==> config.mk <==
export PLATFORM = sky130hd
export DESIGN_NAME = stack_cmd_ctrl
export DESIGN_NICKNAME = d
export VERILOG_FILES = /design/src/rtl/stack_pkg.sv /design/src/rtl/btn_debounce.sv /design/src/rtl/stack_cmd_ctrl.sv
export SDC_FILE = /design/constraint.sdc
export NUM_CORES = 1
export LEC_CHECK = 0
export CORE_MARGIN = 1.5
export CORE_UTILIZATION = 50
export CTS_CLUSTER_DIAMETER = 100
export DETAILED_ROUTE_END_ITERATION = 16
export HOLD_SLACK_MARGIN = 0.02
export PLACE_DENSITY = 0.81
export SLEW_MARGIN = 40
export SYNTH_ARGS = -nofsm -noshare
export SYNTH_HDL_FRONTEND = slang
export SYNTH_SLANG_ARGS = --single-unit
==> constraint.sdc <==
create_clock -name CLK -period 3.7 [get_ports CLK]
set_input_delay 0.925 -clock CLK [delete_from_list [all_inputs] [get_ports CLK]]
set_output_delay 0.925 -clock CLK [all_outputs]
set_load 0.03 [all_outputs]
==> src/rtl/stack_pkg.sv <==
// Shared types and constants for the stack block and its command front-end.
package stack_pkg;

  localparam int STACK_DW = 4;

  typedef enum logic {
    IDLE     = 1'b0,
    WAIT_REL = 1'b1
  } stack_cmd_state_t;

endpackage

==> src/rtl/btn_debounce.sv <==
// Button conditioning: synchronizer, stability counter, stable level and one-cycle rise pulse.
module btn_debounce #(
  parameter int SYNC_STAGES = 2,
  parameter int DB_CYCLES   = 16
) (
  input  logic clk,
  input  logic rst_n,
  input  logic raw,
  output logic level,
  output logic rise
);

  localparam int CW = $clog2(DB_CYCLES + 1);

  logic [SYNC_STAGES-1:0] sync;
  logic [CW-1:0]          cnt;
  logic                   synced;

  assign synced = sync[SYNC_STAGES-1];

  // Any cycle where the synced level matches the stable level restarts the count,
  // so only an uninterrupted run of DB_CYCLES differing cycles flips the level.
  always_ff @(posedge clk or negedge rst_n) begin
    if (!rst_n) begin
      sync  <= '0;
      cnt   <= '0;
      level <= 1'b0;
      rise  <= 1'b0;
    end else begin
      sync <= {sync[SYNC_STAGES-2:0], raw};
      rise <= 1'b0;
      if (synced == level) begin
        cnt <= '0;
      end else if (cnt == CW'(DB_CYCLES - 1)) begin
        level <= ~level;
        rise  <= ~level;
        cnt   <= '0;
      end else begin
        cnt <= cnt + CW'(1);
      end
    end
  end

endmodule

==> src/rtl/stack_cmd_ctrl.sv <==
// Push/pop command front-end for the stack: debounced buttons to gated one-cycle strobes.
// Optional sticky ERR output is enabled by defining STACK_CMD_ERR_EN.
//
// state    | meaning
// ---------+-----------------------------------------------------------
// IDLE     | both buttons released, waiting for a single rise event
// WAIT_REL | press handled (or dropped); waiting for both to release
import stack_pkg::*;

module stack_cmd_ctrl #(
  parameter int DW          = STACK_DW,
  parameter int DB_CYCLES   = 16,
  parameter int SYNC_STAGES = 2
) (
  input  logic          CLK,
  input  logic          RST_N,
  input  logic          BTN_PUSH,
  input  logic          BTN_POP,
  input  logic [DW-1:0] DATA_RAW,
  input  logic          FULL,
  input  logic          EMPTY,
  output logic          PUSH,
  output logic          POP,
`ifdef STACK_CMD_ERR_EN
  output logic          ERR,
`endif
  output logic [DW-1:0] DATA_OUT
);

  stack_cmd_state_t state, state_nxt;

  logic          push_level, push_rise;
  logic          pop_level, pop_rise;
  logic          push_nxt, pop_nxt, load_data;
  logic [DW-1:0] data_sync [SYNC_STAGES];

  btn_debounce #(
    .SYNC_STAGES(SYNC_STAGES),
    .DB_CYCLES  (DB_CYCLES)
  ) u_db_push (
    .clk  (CLK),
    .rst_n(RST_N),
    .raw  (BTN_PUSH),
    .level(push_level),
    .rise (push_rise)
  );

  btn_debounce #(
    .SYNC_STAGES(SYNC_STAGES),
    .DB_CYCLES  (DB_CYCLES)
  ) u_db_pop (
    .clk  (CLK),
    .rst_n(RST_N),
    .raw  (BTN_POP),
    .level(pop_level),
    .rise (pop_rise)
  );

  // Data bits are only consumed while the button has been stable for many cycles,
  // so per-bit synchronizers without bus coherency are sufficient.
  always_ff @(posedge CLK or negedge RST_N) begin
    if (!RST_N) begin
      for (int i = 0; i < SYNC_STAGES; i++) data_sync[i] <= '0;
    end else begin
      data_sync[0] <= DATA_RAW;
      for (int i = 1; i < SYNC_STAGES; i++) data_sync[i] <= data_sync[i-1];
    end
  end

  always_comb begin
    state_nxt = state;
    push_nxt  = 1'b0;
    pop_nxt   = 1'b0;
    load_data = 1'b0;
    case (state)
      IDLE: begin
        if (push_rise && pop_rise) begin
          state_nxt = WAIT_REL;
        end else if (push_rise) begin
          state_nxt = WAIT_REL;
          push_nxt  = !FULL;
          load_data = !FULL;
        end else if (pop_rise) begin
          state_nxt = WAIT_REL;
          pop_nxt   = !EMPTY;
        end
      end
      WAIT_REL: begin
        if (!push_level && !pop_level) state_nxt = IDLE;
      end
      default: state_nxt = IDLE;
    endcase
  end

  always_ff @(posedge CLK or negedge RST_N) begin
    if (!RST_N) begin
      state    <= IDLE;
      PUSH     <= 1'b0;
      POP      <= 1'b0;
      DATA_OUT <= '0;
    end else begin
      state <= state_nxt;
      PUSH  <= push_nxt;
      POP   <= pop_nxt;
      if (load_data) DATA_OUT <= data_sync[SYNC_STAGES-1];
    end
  end

`ifdef STACK_CMD_ERR_EN
  logic err_set;

  assign err_set = (state == IDLE) &&
                   ((push_rise && pop_rise) ||
                    (push_rise && FULL) ||
                    (pop_rise && EMPTY));

  always_ff @(posedge CLK or negedge RST_N) begin
    if (!RST_N) ERR <= 1'b0;
    else if (err_set) ERR <= 1'b1;
  end
`endif

endmodule
# Yosys cells after proc, flatten, opt, wreduce, memory -nomap -nowiden

Cells that the tools add are included.

Register bits: 33
Latch bits: 0
RAM bits: 0
Memory bits (read-only): 0
Bits of input ports: 10
Output and inout port bits: 6
Word-level logic and storage cells: 53
Memories: 0

Add/subtract/negate cells: 2
Multipliers: 0
Divide/modulo/power cells: 0
Magnitude comparators: 0
Eq/ne operators: 4
Shift-type cells: 0
Mux-type cells: 20
Bitwise operators: 5
Reduce and logical (&&, ||, !) cells: 8

Operators by type and width:

| kind                                                                   | count |
|---|---|
| 5-bit two-way mux                                                      | 4 |
| 1-bit two-way mux                                                      | 15 |
| 5-bit by 1-bit adder with 5-bit output (second input constant)         | 2 |
| 5-bit by 4-bit equality test with 1-bit output (second input constant) | 2 |
| 1-bit NOT                                                              | 5 |
| 1-bit zero test                                                        | 4 |
| 2-bit AND reduction                                                    | 2 |
| 1-bit equality test                                                    | 2 |
| 1-bit logical AND                                                      | 2 |
| 1-bit case mux with 2 select lines                                     | 1 |

# Longest topological paths before layout

Gate-level depths: netlist of run 1.

Depth in word-level cells: 5
Depth in mapped cells: 4
Depth with buffers taken out: 4

# By module

From an unflattened synthesis of run 1, not the netlist that was laid out.

Cells, all modules: 74
Area total of the unflattened synthesis: 1137.3 um^2

By module, submodules not included:

| module         | times used | cells an instance | area each (um^2) | sequential area each (um^2) |
|---|---|---|---|---|
| btn_debounce   | 2          | 25                | 335.3            | 225.2 |
| stack_cmd_ctrl | 1          | 24                | 466.7            | 375.4 |

# Least setup slack after synthesis of run 1

OpenSTA, ideal clock, no wires.

Path type: input to register
Start: input FULL
End: register DATA_OUT[0]
Setup time: 0.125 ns
Data arrival time: 1.592 ns
Required time: 3.575 ns
Slack: 1.984 ns
Stages on the path: 2
Buffers on the path: 0
Path through: nor4b_4 -> mux2_2

Word-level cells in the longest chain between the ends: 4

Ends and longest elaborated chain:

| what                   | line                  | source |
|---|---|---|
| start: declaration     | stack_cmd_ctrl.sv:20  | `input logic FULL,` |
| 1-bit zero test        | stack_cmd_ctrl.sv:82  | `load_data = !FULL;` |
| 1-bit two-way mux      | stack_cmd_ctrl.sv:79  | `end else if (push_rise) begin` |
| 1-bit two-way mux      | stack_cmd_ctrl.sv:77  | `if (push_rise && pop_rise) begin` |
| 1-bit two-way mux      | stack_cmd_ctrl.sv:75  | `case (state)` |
| end signal: assignment | stack_cmd_ctrl.sv:105 | `if (load_data) DATA_OUT <= data_sync[SYNC_STAGES-1];` |
| end: declaration       | stack_cmd_ctrl.sv:27  | `output logic [DW-1:0] DATA_OUT` |

Every way passes these cells.
A chain may end at the register's enable or synchronous reset.

# Worst setup path after layout of run 1

Start: register DATA_OUT[3]
End: output DATA_OUT[3]

No word-level cell between the ends.

==> impl_metrics.yaml, run 1 <==
status:
  status: "completed"
power_and_ir_drop:
  internal-power_mw: 0.497
  powerDensity_mw_per_mm2: 455
  p_sw_mw: 0.135
  p_sw_share_pct: 21.4
  vdd.ir_drop.worst_v: 0.000256
  p_clk_share_pct: 35.6
  comb_power_share_pct: 4.5
  seq_power_share_pct: 59.9
  power.leakage_nw: 0.678
layout:
  area_growth_syn_to_layout_pct: 23.3
  n_fill_cell: 190
  diodes: 0
  register_area_um2: 826
  fin_nets: 109
  multi_input_area_um2: 294
  drive_above_1_share_pct: 16.3
die:
  top_level_ports: 16
  die_h_um: 50.5
  die_area_mm2: 0.00255
  die_x_um: 50.5
  coreArea_mm2: 0.00217
  initial_core_util_pct: 52.0
  rows: 17
detailed_routing:
  first_pass_iters: 3
  wl_per_cell_um: 12.9
  ant_nets: 0
  viasPerCell: 4.90
  drtIter0Drc: 5
  routed-via-count: 617
  drc_errors: 0
  routed_wl_um: 1630
sta:
  hold_viol: 0
  period_minus_slack_ns: 2.30
  grt_setup_unrepaired: "false"
  setup_violations: 0
  fin_hold_ws_ns: 0.345
  slew_viol_final: 0
  worst_pin_slew_ns: 0.388
  slew_headroom_pct: 74.2
  fmax_mhz: 434
  finClkSkew_ns: 0.0141
  period_share_pct: 62.2
  finalSetupTns_ns: 0
cts:
  clockRootBuffer: "clkbuf_4"
  h-tree-depth: 2
  clk_path_buf_depth: 2
  clkSlewWorstSetupHoldPaths_ns: 0.10
  tritoncts: "yes"
  worstSkewPairLatency_ns: 0.33
  cts_buffers: 5
  cts_resized: 0
  cts_hold_buf: 0
  post_cts_buffers: 0
  cts.sinks: 33
yosys:
  synth.net_count: 86
  syn_inst: 74
  yosys_warnings: 0
  synth_cell_types: 14
  syn_area_per_cell_um2: 15.2
  synth_seq_cells: 33
  syn_area_mm2: 0.00113
  yosysSeqAreaShare_pct: 73.3
global_routing:
  grt_antenna_before_repair: 0
  grt.met3_usage_pct: 8.93
  grt_util_met2_pct: 25.4
  grtUsageMet1_pct: 17.5
  grt_usage_pct: 16.5
  grt_max_degree: 34
  grt_first_pass_wirelength_um: 2880
  gr-total-overflow: 0
  grt_busiest_layer: "met2"
  grt_pass1_vias: 681
placement:
  dp_hpwl_um: 1140
  portBuffers: 15
  gp_congestion: 0.721
critical_path:
  cp_data_required_time_ns: 2.77
  crit_path_start_kind: "flip-flop"
  worstSetupPathDepth: 1
  crit_path_max_incr_delay_ns: 0.68
  critPathSlowestCell: "clkdlybuf4s50_1"
  worstPathCellList: "clkdlybuf4s50_1"
  cp_top_family: "buffers and inverters"
  crit_buf_inv: 1
  path_max_fanout: 2
  rr_worst_depth: 2
  cp_data_arrival_time_ns: 1.38
  path_class: "reg2out"
  cp-end-kind: "primary output"
job:
  maxCapViolations: 0
min_path:
  hold_depth: 0
  hold_class: "reg2reg"
-- synth_stat cells --
master / n / area (µm²)
o21ai_0: 2 / 10.0
nor4b_4: 1 / 23.8
mux2_2: 6 / 67.6
and3_1: 2 / 12.5
nor2_1: 9 / 33.8
nand3_1: 4 / 20.0
a21oi_1: 1 / 5.00
nor4b_1: 3 / 26.3
inv_1: 2 / 7.51
and2_1: 2 / 12.5
dfrtp_1: 33 / 826
ha_1: 2 / 25.0
xor2_1: 6 / 52.6
nor3_1: 1 / 5.00
-- metal layers --
layer / share of wire [%] / vias to the layer above
li1: - / 292
met5: 0 / -
met4: 0.98 / 0
met3: 4.4 / 2
met2: 51 / 12
met1: 43 / 311
-- worst reg2reg max path, delay by kind of cell, from the launching register on --
kind,cells,cell delay [ns]
mux,1,0.38
simple gates,1,0.42
flops,1,0.45
-- flip-flops by register name, summed over array words and instances, names as in the netlist, 2 cells and up --
register	flops
u_db_push.cnt	5
u_db_pop.sync	2
u_db_pop.cnt	5
u_db_push.sync	2
data_sync	8
DATA_OUT	4
-- through the flow --
stage	cells	instance area (µm²)	power (mW)	setup WS, ns	utilization (%)
floorplan	74	1130	0.394	1.98	-
detailed placement	118	1320	0.415	1.46	60.8
CTS	126	1390	0.644	1.37	64.1
global placement	118	1320	0.413	1.48	60.8
finish	126	1390	0.632	1.40	64.1
global route	126	1390	0.665	1.35	64.1
-- logic make-up (layout without fill, tap and decap cells) --
group	count (synthesis)	after routing	synth area share, %
xor+xnor	6	6	4.66
flops	33	33	73.3
mux	6	6	5.99
compound gates	3	3	1.33
buf+inv	2	26	0.666
simple gates	22	22	11.9
fa+ha+maj	2	2	2.22
-- cell type report --
type / instances / share of cell area [%]
clock buffer: 7 / 4.68
multi-input combinational: 39 / 21.2
sequential: 33 / 59.4
inverter: 2 / 0.540
tap: 28 / 2.52
timing repair buffer: 16 / 11.3
clock inverter: 1 / 0.360
-- power by group through the flow --
| stage | logic, mW | clock network, mW | registers (mW) |
|---|---|---|---|
| finish | 0.0283 | 0.225 | 0.379 |
| global route | 0.0330 | 0.252 | 0.380 |
| CTS | 0.0294 | 0.235 | 0.379 |
| detailed placement | 0.0294 | 0 | 0.386 |
| global placement | 0.0278 | 0 | 0.385 |
| floorplan | 0.00989 | 0 | 0.384 |
-- cell usage in the layout, fill, tap and decap left out --
cell type / n
a21oi_1: 1
nor4b_4: 1
mux2_2: 6
clkdlybuf4s50_1: 15
inv_1: 2
nor4b_1: 3
clkbuf_4: 5
ha_1: 2
o21ai_0: 2
nand3_1: 4
nor3_1: 1
nor2_1: 9
dfrtp_1: 33
clkinv_2: 1
clkbuf_8: 2
and3_1: 2
and2_1: 2
xor2_1: 6
buf_4: 1
-- final timing paths --
check | end | slack, ns | startpoint
setup / recovery | DATA_OUT[3] | 1.40 | DATA_OUT[3]$_DFFE_PN0P_
hold / removal | data_sync[1]$_DFF_PN0_ | 0.34 | data_sync[5]$_DFF_PN0_
setup reg to reg | DATA_OUT[2]$_DFFE_PN0P_ | 2.35 | state$_DFF_PN0_
hold reg to reg | data_sync[1]$_DFF_PN0_ | 0.34 | data_sync[5]$_DFF_PN0_
max in group asynchronous | u_db_pop.sync[0]$_DFF_PN0_ | 2.43 | RST_N
min in group asynchronous | DATA_OUT[1]$_DFFE_PN0P_ | 0.97 | RST_N
Note: power is estimated with default switching activity, not from simulation.
==> inputs of run 2 (changes only) <==
==> constraint.sdc (replaced) <==
create_clock -name CLK -period 2.4 [get_ports CLK]
set_input_delay 0.6 -clock CLK [delete_from_list [all_inputs] [get_ports CLK]]
set_output_delay 0.6 -clock CLK [all_outputs]
set_load 0.03 [all_outputs]
==> run 2 against run 1 <==
Net effect:
- utilization did not move
- combinational power up 54%
- first-iteration DRC count did not move
- final cell count unchanged
- via count increased by 2.6%
- die area stayed put
- power is 53% higher
- critical endpoint unchanged
- critical path depth is the same
- sequential share of layout area is the same
- clock-buffer cell count unchanged
- critical path type unchanged
- sequential cell count is the same
- wire length decreased by 1.4%
- highest routed layer unchanged
==> impl_metrics.yaml, run 2 (synthesis gave the netlist of run 1 again) <==
status:
  status: "completed"
min_path:
  hold_end: "data_sync[1]$_DFF_PN0_"
  hold_class: "reg2reg"
  hp-start: "data_sync[5]$_DFF_PN0_"
  hold_depth: 0
die:
  coreArea_mm2: 0.00217
  die_area_mm2: 0.00255
  die_x_um: 50.5
  die_h_um: 50.5
  top_level_ports: 16
  rows: 17
  initial_core_util_pct: 52.0
cts:
  cts_buffers: 5
  worstSkewPairLatency_ns: 0.33
  clkSlewWorstSetupHoldPaths_ns: 0.10
  tritoncts: "yes"
  cts.sinks: 33
  clockRootBuffer: "clkbuf_4"
  post_cts_buffers: 0
  cts_resized: 0
  clk_path_buf_depth: 2
  cts_hold_buf: 0
  h-tree-depth: 2
sta:
  fin_ws_ns: 0.431
  slew_headroom_pct: 73.9
  period_minus_slack_ns: 1.97
  finClkSkew_ns: 0.00682
  finalSetupTns_ns: 0
  grt_setup_unrepaired: "false"
  worst_pin_slew_ns: 0.391
  slew_viol_final: 0
  fmax_mhz: 508
  hold_viol: 0
  period_share_pct: 82.0
  setup_violations: 0
layout:
  largest_reg_flops: 8
  n_fill_cell: 189
  reg_top3: "data_sync x8, u_db_pop.cnt x5, u_db_push.cnt x5"
  drive_above_1_share_pct: 16.3
  register_area_um2: 826
  diodes: 0
  layout_common_cells: "dfrtp_1 (33), clkdlybuf4s50_1 (15), nor2_1 (9)"
  fin_area_mm2: 0.00139
  multi_input_area_um2: 294
  area_growth_syn_to_layout_pct: 23.3
  mostFrequentLayoutCell: "dfrtp_1"
  top_register: "data_sync"
  fin_nets: 109
  final_cells: 126
placement:
  dpl_cell_area_mm2: 0.00132
  gp_congestion: 0.721
  dp.cells: 118
  pre_cts_ws_ns: 0.486
  dp_hpwl_um: 1140
  portBuffers: 15
detailed_routing:
  ant_nets: 0
  drtIter0Drc: 5
  drc_errors: 0
  first_pass_iters: 2
  routed-via-count: 633
  wl_per_cell_um: 12.7
  viasPerCell: 5.02
  routed_wl_um: 1610
critical_path:
  r2r_slack_ns: 1.05
  crit_buf_inv: 1
  critPathSlowestCell: "clkdlybuf4s50_1"
  rr_worst_depth: 2
  path_max_fanout: 2
  cp_data_arrival_time_ns: 1.37
  cp_top_family: "buffers and inverters"
  crit_path_start_kind: "flip-flop"
  timing.rr.start: "state$_DFF_PN0_"
  cp_data_required_time_ns: 1.80
  worstPathCellList: "clkdlybuf4s50_1"
  rr_endpoint: "DATA_OUT[2]$_DFFE_PN0P_"
  path_class: "reg2out"
  cp-end-kind: "primary output"
  crit_path_max_incr_delay_ns: 0.68
power_and_ir_drop:
  power.leakage_nw: 0.678
  powerDensity_mw_per_mm2: 696
  p_total_mw: 0.967
  vdd.ir_drop.worst_v: 0.000497
job:
  maxCapViolations: 0
global_routing:
  grt_max_degree: 34
  gr-total-overflow: 0
  grt_first_pass_wirelength_um: 2770
  grt_antenna_before_repair: 0
  grt_pass1_vias: 643
  grt_usage_pct: 16.7
## run 2: final cells by class
| cell class | count | area share, % |
|---|---|---|
| Clock inverter | 1 | 0.360 |
| Tap cell | 28 | 2.52 |
| Inverter | 2 | 0.540 |
| Timing Repair Buffer | 16 | 11.3 |
| Clock buffer | 7 | 4.68 |
| Sequential cell | 33 | 59.4 |
| Multi-Input combinational cell | 39 | 21.2 |
## run 2: where the power goes
group	internal (mW)	leakage [nW]	switching [mW]	total, mW
sequential	0.574	0.428	0.00962	0.584
combinational	0.0225	0.208	0.0210	0.0435
clock	0.170	0.0413	0.171	0.340
## run 2: routing by layer
| layer | wire, µm | global-route usage [%] | vias up |
|---|---|---|---|
| met1 | 635 | 17.1 | 322 |
| li1 | - | - | 292 |
| met5 | 0 | 0 | - |
| met4 | 63 | 14.9 | 0 |
| met2 | 815 | 24.3 | 14 |
| met3 | 91 | 8.93 | 5 |
## run 2: worst max-delay path by stage
stage / slack [ns] / depth (start not counted) / start / endpoint
after global routing: 0.37 / 1 / DATA_OUT[3]$_DFFE_PN0P_ / DATA_OUT[3]
after global placement: 0.51 / 3 / FULL / DATA_OUT[0]$_DFFE_PN0P_
final: 0.43 / 1 / DATA_OUT[3]$_DFFE_PN0P_ / DATA_OUT[3]
after detailed placement: 0.49 / 3 / FULL / DATA_OUT[2]$_DFFE_PN0P_
after CTS: 0.40 / 1 / DATA_OUT[3]$_DFFE_PN0P_ / DATA_OUT[3]
after floorplan: 1.01 / 2 / FULL / DATA_OUT[0]$_DFFE_PN0P_
## run 2: metrics by stage
step | hold WS [ns] | utilization [%]
finish | 0.352 | 64.1
floorplan | 0.304 | -
global placement | 0.332 | 60.8
detailed placement | 0.337 | 60.8
global route | 0.368 | 64.1
CTS | 0.357 | 64.1
